==> src/rtl/xillybus_pkg.sv <==
// Shared types and defaults for the mem_8 arbiter slice.
package xillybus_pkg;

    localparam int ADDR_W_DEF   = 5;
    localparam int DATA_W_DEF   = 8;
    localparam int HOLD_MAX_DEF = 4;

    typedef enum logic {
        ST_HOST  = 1'b0,
        ST_LOCAL = 1'b1
    } arb_state_t;

    // Burst counter width; a HOLD_MAX of 1 still needs a 1-bit counter.
    function automatic int cnt_width(input int hold_max);
        return (hold_max > 1) ? $clog2(hold_max) : 1;
    endfunction

endpackage

==> src/rtl/xillybus_mem_bank.sv <==
// Single-port flop register bank with write enable and registered read.
// The read register is split per requester so host data stays put while
// the local side is reading.
module xillybus_mem_bank
    import xillybus_pkg::*;
#(
    parameter int ADDR_W = ADDR_W_DEF,
    parameter int DATA_W = DATA_W_DEF
) (
    input  logic              clk,
    input  logic              rst_n,
    input  logic [ADDR_W-1:0] addr,
    input  logic              we,
    input  logic [DATA_W-1:0] wdata,
    input  logic              re,
    input  logic              re_host,
    output logic [DATA_W-1:0] host_rdata,
    output logic [DATA_W-1:0] loc_rdata
);

    localparam int DEPTH = 1 << ADDR_W;

    logic [DATA_W-1:0] mem [DEPTH];

    // Storage: writes commit at the end of the access cycle.
    always_ff @(posedge clk or negedge rst_n) begin
        if (!rst_n) begin
            for (int i = 0; i < DEPTH; i++) mem[i] <= '0;
        end else if (we) begin
            mem[addr] <= wdata;
        end
    end

    // Registered read; a same-cycle write is not visible (old data returned).
    always_ff @(posedge clk or negedge rst_n) begin
        if (!rst_n) begin
            host_rdata <= '0;
            loc_rdata  <= '0;
        end else if (re) begin
            if (re_host) host_rdata <= mem[addr];
            else         loc_rdata  <= mem[addr];
        end
    end

endmodule

==> src/rtl/xillybus_mem_arbiter.sv <==
// Shares the mem_8 register bank between the Xillybus host stream and one
// local requester: one access per cycle, host stalled via full/empty while
// local holds the grant, bursts bounded by HOLD_MAX when the other side waits.
module xillybus_mem_arbiter
    import xillybus_pkg::*;
#(
    parameter int ADDR_W   = ADDR_W_DEF,
    parameter int DATA_W   = DATA_W_DEF,
    parameter int HOLD_MAX = HOLD_MAX_DEF
) (
    input  logic              bus_clk,
    input  logic              trn_reset_n,
    input  logic [ADDR_W-1:0] user_mem_8_addr,
    input  logic              user_mem_8_addr_update,
    input  logic              user_w_mem_8_wren,
    input  logic [DATA_W-1:0] user_w_mem_8_data,
    output logic              user_w_mem_8_full,
    input  logic              user_w_mem_8_open,
    input  logic              user_r_mem_8_rden,
    output logic [DATA_W-1:0] user_r_mem_8_data,
    output logic              user_r_mem_8_empty,
    output logic              user_r_mem_8_eof,
    input  logic              user_r_mem_8_open,
    input  logic              loc_req,
    input  logic              loc_we,
    input  logic [ADDR_W-1:0] loc_addr,
    input  logic [DATA_W-1:0] loc_wdata,
    output logic              loc_gnt,
    output logic              loc_rvalid,
    output logic [DATA_W-1:0] loc_rdata
);

    localparam int              CNT_W     = cnt_width(HOLD_MAX);
    localparam logic [CNT_W-1:0] HOLD_LAST = CNT_W'(HOLD_MAX - 1);

    arb_state_t        state;
    logic              full_q;
    logic              gnt_q;
    logic              eof_q;
    logic              rvalid_q;
    logic [CNT_W-1:0]  hcnt;
    logic [CNT_W-1:0]  lcnt;
    logic [ADDR_W-1:0] haddr;

    logic              is_local;
    logic              any_open;
    logic              host_strobe;
    logic              loc_acc;
    logic              go_local;
    logic              go_host;
    logic [ADDR_W-1:0] eff_haddr;
    logic [ADDR_W-1:0] bank_addr;
    logic [DATA_W-1:0] bank_wdata;
    logic              bank_we;
    logic              bank_re;

    assign is_local    = (state == ST_LOCAL);
    assign any_open    = user_w_mem_8_open | user_r_mem_8_open;
    assign host_strobe = !is_local && (user_w_mem_8_wren || user_r_mem_8_rden);
    assign loc_acc     = is_local && loc_req;

    // A same-cycle address load takes effect for the access in that cycle.
    assign eff_haddr = user_mem_8_addr_update ? user_mem_8_addr : haddr;

    // Host yields when idle, at the end of its burst, or when nobody is open.
    assign go_local = !is_local && loc_req &&
                      (!host_strobe || (hcnt == HOLD_LAST) || !any_open);
    // Local yields when it stops asking, or at burst end if the host is open.
    assign go_host  = is_local &&
                      (!loc_req || ((lcnt == HOLD_LAST) && loc_acc && any_open));

    assign bank_addr  = is_local ? loc_addr  : eff_haddr;
    assign bank_wdata = is_local ? loc_wdata : user_w_mem_8_data;
    assign bank_we    = is_local ? (loc_req && loc_we)  : user_w_mem_8_wren;
    assign bank_re    = is_local ? (loc_req && !loc_we) : user_r_mem_8_rden;

    // Grant FSM with burst counters and registered stall/grant outputs.
    always_ff @(posedge bus_clk or negedge trn_reset_n) begin
        if (!trn_reset_n) begin
            state  <= ST_HOST;
            full_q <= 1'b0;
            gnt_q  <= 1'b0;
            hcnt   <= '0;
            lcnt   <= '0;
        end else begin
            if (go_local || go_host) begin
                state  <= go_local ? ST_LOCAL : ST_HOST;
                full_q <= go_local;
                gnt_q  <= go_local;
                hcnt   <= '0;
                lcnt   <= '0;
            end else begin
                if (host_strobe && hcnt != HOLD_LAST) hcnt <= hcnt + 1'b1;
                if (loc_acc && lcnt != HOLD_LAST)     lcnt <= lcnt + 1'b1;
            end
        end
    end

    // Host seek pointer: load on addr_update, post-increment per host access.
    always_ff @(posedge bus_clk or negedge trn_reset_n) begin
        if (!trn_reset_n) begin
            haddr <= '0;
        end else if (host_strobe) begin
            haddr <= eff_haddr + 1'b1;
        end else if (user_mem_8_addr_update) begin
            haddr <= user_mem_8_addr;
        end
    end

    // Local read valid pulse and the registered constant eof.
    always_ff @(posedge bus_clk or negedge trn_reset_n) begin
        if (!trn_reset_n) begin
            rvalid_q <= 1'b0;
            eof_q    <= 1'b0;
        end else begin
            rvalid_q <= loc_acc && !loc_we;
            eof_q    <= 1'b0;
        end
    end

    xillybus_mem_bank #(
        .ADDR_W (ADDR_W),
        .DATA_W (DATA_W)
    ) u_bank (
        .clk        (bus_clk),
        .rst_n      (trn_reset_n),
        .addr       (bank_addr),
        .we         (bank_we),
        .wdata      (bank_wdata),
        .re         (bank_re),
        .re_host    (!is_local),
        .host_rdata (user_r_mem_8_data),
        .loc_rdata  (loc_rdata)
    );

    assign user_w_mem_8_full  = full_q;
    assign user_r_mem_8_empty = full_q;
    assign user_r_mem_8_eof   = eof_q;
    assign loc_gnt            = gnt_q;
    assign loc_rvalid         = rvalid_q;

endmodule

==> config.mk <==
export PLATFORM = sky130hd
export DESIGN_NAME = xillybus_mem_arbiter
export DESIGN_NICKNAME = d
export VERILOG_FILES = /design/src/rtl/xillybus_pkg.sv /design/src/rtl/xillybus_mem_bank.sv /design/src/rtl/xillybus_mem_arbiter.sv
export SDC_FILE = /design/constraint.sdc
export NUM_CORES = 1
export LEC_CHECK = 0
export BUFFER_PORTS_ARGS = -buffer_cell sky130_fd_sc_hd__buf_4
export CORE_MARGIN = 2
export CORE_UTILIZATION = 23
export CTS_BUF_LIST = sky130_fd_sc_hd__clkbuf_4 sky130_fd_sc_hd__clkbuf_8
export DETAILED_ROUTE_END_ITERATION = 6
export MAX_ROUTING_LAYER = met4
export PLACE_DENSITY_LB_ADDON = 0.08
export SYNTH_ARGS = -nofsm -noshare
export SYNTH_HDL_FRONTEND = slang
export SYNTH_SLANG_ARGS = --single-unit
==> constraint.sdc <==
create_clock -name bus_clk -period 3.55 [get_ports bus_clk]
set_input_delay 0.355 -clock bus_clk [delete_from_list [all_inputs] [get_ports bus_clk]]
set_output_delay 0.355 -clock bus_clk [all_outputs]
set_load 0.005 [all_outputs]
==> results.md, run 1 <==
* global routing usage summed across all routing layers: 17.2%
* Setup TNS: 0 ps
* proportion of netlist area held by the largest area contributor: 55.0%
* Crit-path slowest cell: sky130_fd_sc_hd__dfrtp_2
* Max stage delay on crit path: 590 ps
* path type of the worst min-delay path: in -> reg
* post-route cell area: 15400 um2
* number of register bits inferred by synthesis: 283
* starting DRC count in detailed routing: 522
* clock buffer count from CTS: 56
* largest net degree at the start of global routing: 105
* RSZ-0062 raised after global routing: no
* Post-Syn Nets: 1519
* Antenna Violating Nets Remaining: 0
* Final Wtd Congestion: 0.725
* HPWL reported at the end of detailed placement: 29600 um
* dominant synthesized flop cell: sky130_fd_sc_hd__dfrtp_1
* CTS Buffer Depth: 3
* Slew headroom: 28.6%
* effective utilization at floorplan: 23.3%
* startpoint types: register
* number of antenna violations at the first check in global routing: 5
* family with the most delay on the worst path: compound AO/OA/AOI/OAI gates
* cell type with the highest aggregate area in the netlist: sky130_fd_sc_hd__dfrtp_1
* type of destination of the critical path: register
* vias in the first global route: 10500
* die span in y: 241 um
* CP required: 4050 ps
* Avg Vias per Cell: 4.51
* Placed Instance Area: 14300 um2
* share of cells above drive strength 1: 14.8%
* Commonest cells post-synth: sky130_fd_sc_hd__nand2_1, sky130_fd_sc_hd__dfrtp_1, sky130_fd_sc_hd__o21ai_0
* part of the Yosys area used for sequential elements: 55.0%
* critical setup path kind: reg -> reg
* vias: 10400
* Clock Pin Slew Worst Setup and Hold Paths: 60 ps
* total of cells resized after clock tree synthesis: 0
* global-route wire length before repair: 71400 um
* number of nets in the layout: 1577
* fraction of registers with async set or reset after synthesis: 100%
* outcome: finished, final reports clean
* Die X: 241 um
* number of fill cells: 5972
* Final Critical Period: 2930 ps
* most frequently used cell type in the post-synthesis netlist: sky130_fd_sc_hd__nand2_1
* H-Tree Level Count: 2
* wire length per cell after detailed routing: 20.3 um
* number of core rows: 86
* number of synthesized flops with an enable pin: 0
* TritonCTS clock tree: built
* average cell area after synthesis: 8.70 um2
* instance count of the mapped netlist: 1481
* Die ar.: 57900 um2
* total of endpoints with negative setup slack in the final report: 0
* later-pin clock latency in the skew report: 650 ps
* CTS root buf: sky130_fd_sc_hd__clkbuf_8
* GRT overflow: 0
* maximum clock skew at final layout: 30.2 ps
* area of the placeable core: 55200 um2
* top post-synthesis cells by area: sky130_fd_sc_hd__dfrtp_1, sky130_fd_sc_hd__nand2_1, sky130_fd_sc_hd__o21ai_0
* Pwr Density: 783 nW/um2
* number of search-and-repair iterations in the first detailed-routing pass: 5
* clock tree sinks: 283
* Final Util: 27.9%
* number of distinct library cells after synthesis: 44
* slew at the pin closest to its max-slew limit: 1050 ps
* final worst path period share: 82.4%
* number of max-slew violations in the final report: 0
* Netlist Area Pre-Place: 12900 um2
* maximum fanout along the worst path: 35
* crit path cell chain: inv_2 > mux2_4 > buf_12 > a21oi_1 > nand2_1 > a32oi_1 > and4_1 > o21ai_1
* worst vdd ir: 0.251 mV
* worst hold slack across all endpoints: 88.3 ps
* total detailed-routing wirelength: 46900 um
* Ports: 56
* Maximum Capacitance Violations: 0
* crit path DAT: 3420 ps
* Crit path buffers/inverters: 2
* Worst Setup Slack, final: 624 ps
* IO Port Bufs: 54
* leakage dissipation: 6.82 nW
* synthesis-to-finish area growth: 19.5%
* detailed-route DRC error count: 0
* fmax: 342 MHz
* final number of hold-violating endpoints: 0
* Synthesis Warnings: 0
* pre-CTS setup slack: 537 ps
layout make-up:
class                   count  area (um2)  share of cell area [%]
well taps                 748         936                    6.08
clock inverters             4        51.3                   0.333
inverters                   4        15.0                  0.0976
repair buffers            113        1030                    6.67
diodes                      1        2.50                  0.0163
flip-flops and latches    283        7080                    46.0
multi-input cells        1081        5310                    34.5
clock buffers              80         970                    6.30
final timing paths:
check	from	to	slack, ps	cells after the start
worst min register to register	u_bank.mem[74]	u_bank.mem[74]	480	2
worst max register to register	is_local	u_bank.loc_rdata[3]	620	8
worst min-delay path	user_mem_8_addr[1]	haddr[1]	90	3
min in group asynchronous	trn_reset_n	u_bank.mem[0]	380	2
max in group asynchronous	trn_reset_n	u_bank.mem[158]	2240	3
worst max-delay path	is_local	u_bank.loc_rdata[3]	620	8
metal layers:
metal	up-vias	part of all wire (%)	track usage, %
li1	5112	-	-
met1	5088	49	24.1
met2	185	45	25.4
met3	55	4.2	3.13
met4	0	1.8	4.71
met5	-	0	-
logic make-up after synthesis:
family / share of synthesized area (%)
simple gates: 18.0
flops: 55.0
xor+xnor: 0.408
compound gates: 19.9
fa+ha+maj: 0.291
mux: 1.78
buf+inv: 4.63
other cells: 0.0291
layout by cell type, fill, tap and decap left out, types with 8 or more instances in the layout:
cell | synthesis | layout
sky130_fd_sc_hd__buf_12 | 0 | 13
sky130_fd_sc_hd__mux2i_4 | 1 | 9
sky130_fd_sc_hd__o21ai_1 | 23 | 23
sky130_fd_sc_hd__nor2_1 | 34 | 34
sky130_fd_sc_hd__a21oi_1 | 188 | 188
sky130_fd_sc_hd__buf_4 | 19 | 96
sky130_fd_sc_hd__dfrtp_1 | 283 | 282
sky130_fd_sc_hd__nand2_1 | 503 | 503
sky130_fd_sc_hd__clkbuf_8 | 0 | 59
sky130_fd_sc_hd__and4_1 | 8 | 8
sky130_fd_sc_hd__clkbuf_4 | 0 | 21
sky130_fd_sc_hd__o21ai_0 | 229 | 229
sky130_fd_sc_hd__a32oi_1 | 31 | 31
tightest hold or removal path: stages:
cell,delay [ps]
sky130_fd_sc_hd__buf_4,90
sky130_fd_sc_hd__mux2i_2,100
sky130_fd_sc_hd__a21oi_1,140
through the flow:
step | cells | power (mW)
2_1_floorplan | 1481 | 7.40
5_1_grt | 2313 | 13.1
6_report | 2314 | 12.1
4_1_cts | 2313 | 12.3
3_5_place_dp | 2226 | 8.94
3_3_place_gp | 2226 | 8.87
timing repair:
item                                   CTS  global route
buffers inserted                         0             0
hold buffers                             3             0
setup endpoints to repair                0             0
endpoints found under the hold margin  101             0
registers in the layout (all words and copies together), names as in the netlist:
name	cells
u_bank.mem	256
haddr	5
u_bank.loc_rdata	8
lcnt	2
hcnt	2
loc_rvalid	1
is_local	1
u_bank.host_rdata	8
power breakdown:
part | internal (mW) | switching [mW] | total [mW]
Combinational | 1.28 | 2.26 | 3.53
Sequential | 4.56 | 0.712 | 5.27
Clock | 1.79 | 1.46 | 3.25
Note: power is estimated with default switching activity, not from simulation.
==> run 2, diff against run 1 <==
Clock period 3.55 ns to 3 ns, I/O delays scaled along.
==> run 2 against run 1 <==
  * Die area is the same
  * Register-to-register slack lost 390 ps
  * Core utilization grew 0.35 points
  * Total power grew 23%
  * Clock power grew 33%
  * Sequential power grew 19%
  * Fmax grew 5.8%
==> results.md, run 2 (synthesis gave the netlist of run 1 again) <==
* worst hold slack across all endpoints: 43.1 ps, -45.2 ps
* number of core rows: 86, unchanged
* Slew headroom: 31.6%, +3.0 points
* number of max-slew violations in the final report: 0, unchanged
* type of destination of the critical path: register
* commonest non-fill, non-tap cells in the layout: sky130_fd_sc_hd__nand2_1, sky130_fd_sc_hd__dfrtp_1, sky130_fd_sc_hd__o21ai_0, sky130_fd_sc_hd__a21oi_1, sky130_fd_sc_hd__buf_4
* Worst Setup Slack, final: 235 ps, -389 ps
* GRT overflow: 0, unchanged
* slew at the pin closest to its max-slew limit: 1020 ps, -25.5 ps
* Maximum Capacitance Violations: 0, unchanged
* maximum clock skew at final layout: 34.7 ps, +4.52 ps
* CP required: 3490 ps, -560 ps
* path type of the worst min-delay path: in -> reg
* area of the placeable core: 55200 um2, unchanged
* Die ar.: 57900 um2, unchanged
* HPWL reported at the end of detailed placement: 29800 um, +0.80%
* Final Critical Period: 2770 ps, -161 ps
* Die X: 241 um, unchanged
* later-pin clock latency in the skew report: 660 ps, about the same
* vias in the first global route: 10300, -2.5%
* startpoint types: register
* Power, Total: 14.8 mW, +23%
* wire length per cell after detailed routing: 19.8 um, -2.6%
* number of placed cells counting well taps: 2221, -0.22%
* critical setup path kind: reg -> reg
* largest net degree at the start of global routing: 70, -33%
* final cell count without fillers: 2328, +0.61%
* detailed-route DRC error count: 0, unchanged
* flip-flop count of the largest register, all copies and words added: 256, unchanged
* final number of hold-violating endpoints: 0, unchanged
* share of cells above drive strength 1: 15.3%, +0.56 points
* crit path DAT: 3260 ps, -160 ps
* # Post-CTS Setup Buffers: 0, unchanged
* number of antenna violations at the first check in global routing: 4, -1
* pre-CTS setup slack: 247 ps, -291 ps
* leakage dissipation: 6.94 nW, +1.6%
* worst vdd ir: 0.308 mV, +23%
* outcome: finished, final reports clean
* H-Tree Level Count: 2, unchanged
* clock tree sinks: 283, unchanged
* Pwr Density: 949 nW/um2, +21%
* synthesis-to-finish area growth: 21.0%
* number of nets in the layout: 1576, -0.063%
* vias: 10300, -0.96%
* Placed Instance Area: 14300 um2, -0.44%
* number of fill cells: 5923, -0.82%
* Ports: 56, unchanged
* most common library cell in the layout ignoring fill and taps: sky130_fd_sc_hd__nand2_1
* Final Wtd Congestion: 0.759, +4.7%
* register bank with the most flops: u_bank.mem
* starting DRC count in detailed routing: 597, +14%
* antenna diode instance count: 0, -1
* total detailed-routing wirelength: 46000 um, -2.0%
* global-route wire length before repair: 69800 um, -2.2%
* RSZ-0062 raised after global routing: no
* fmax: 362 MHz, +5.8%
* maximum fanout along the worst path: 31, -11%
* global routing usage summed across all routing layers: 16.8%, -0.42 points
* Clock Pin Slew Worst Setup and Hold Paths: 60 ps, about the same
* post-route cell area: 15600 um2, +1.2%
* final worst path period share: 92.2%, +9.8 points
* number of search-and-repair iterations in the first detailed-routing pass: 5, unchanged
* IO Port Bufs: 54, unchanged
* total of endpoints with negative setup slack in the final report: 0, unchanged
* CTS Buffer Depth: 3, unchanged
* effective utilization at floorplan: 23.3%, unchanged
* clock buffer count from CTS: 56, unchanged
* Avg Vias per Cell: 4.44, -1.6%
* TritonCTS clock tree: built
* leading registers by flop count: u_bank.mem: 256 flops, u_bank.host_rdata: 8 flops, u_bank.loc_rdata: 8 flops
* CTS root buf: sky130_fd_sc_hd__clkbuf_8
* Final Util: 28.2%, +0.35 points
* die span in y: 241 um, unchanged
* Setup TNS: 0 ps, unchanged
* Antenna Violating Nets Remaining: 0, unchanged
run 2: area by class of cell:
cell class | count | area [um2] | area share [%]
Sequential cell | 283 | 7080 | 45.5
Multi-Input combinational cell | 1081 | 5310 | 34.1
Clock buffer | 98 | 1220 | 7.85
Timing Repair Buffer | 112 | 1000 | 6.44
Tap cell | 748 | 936 | 6.01
Inverter | 4 | 15.0 | 0.0964
Clock inverter | 2 | 13.8 | 0.0883
run 2: routing by layer:
metal / share of wire (%) / wire length (um) / track usage (%)
met4: 2.2 / 1030 / 4.50
met1: 50 / 22800 / 23.5
met2: 44 / 20400 / 24.7
met5: 0 / 0 / -
met3: 3.8 / 1750 / 3.13
run 2: worst max-delay path: stages, from the launching register on:
cell	delay (ps)
sky130_fd_sc_hd__dfrtp_2	410
sky130_fd_sc_hd__inv_2	270
sky130_fd_sc_hd__mux2_4	500
sky130_fd_sc_hd__buf_12	260
sky130_fd_sc_hd__a21oi_1	130
sky130_fd_sc_hd__nand2_1	90
sky130_fd_sc_hd__a32oi_1	450
sky130_fd_sc_hd__and4_1	380
sky130_fd_sc_hd__o21ai_1	80
run 2: where the power goes:
| part | switching, mW | internal [mW] |
|---|---|---|
| Clock | 1.80 | 2.53 |
| Sequential | 0.883 | 5.40 |
| Combinational | 2.64 | 1.53 |
| Total | 5.32 | 9.46 |
run 2: repair_timing:
action | 4_1_cts | 5_1_grt
gates resized for setup | 0 | 0
hold buffers | 7 | 0
hold endpoints to repair | 68 | 0
run 2: worst paths after layout:
path | start | to | depth (start not counted) | slack (ps)
max in group asynchronous | trn_reset_n | u_bank.host_rdata[7] | 3 | 1910
min in group asynchronous | trn_reset_n | u_bank.mem[112] | 2 | 190
min reg2reg | u_bank.mem[205] | u_bank.mem[205] | 2 | 480
max | is_local | u_bank.loc_rdata[5] | 8 | 230
max reg2reg | is_local | u_bank.loc_rdata[5] | 8 | 230
min | user_mem_8_addr[1] | haddr[1] | 3 | 40
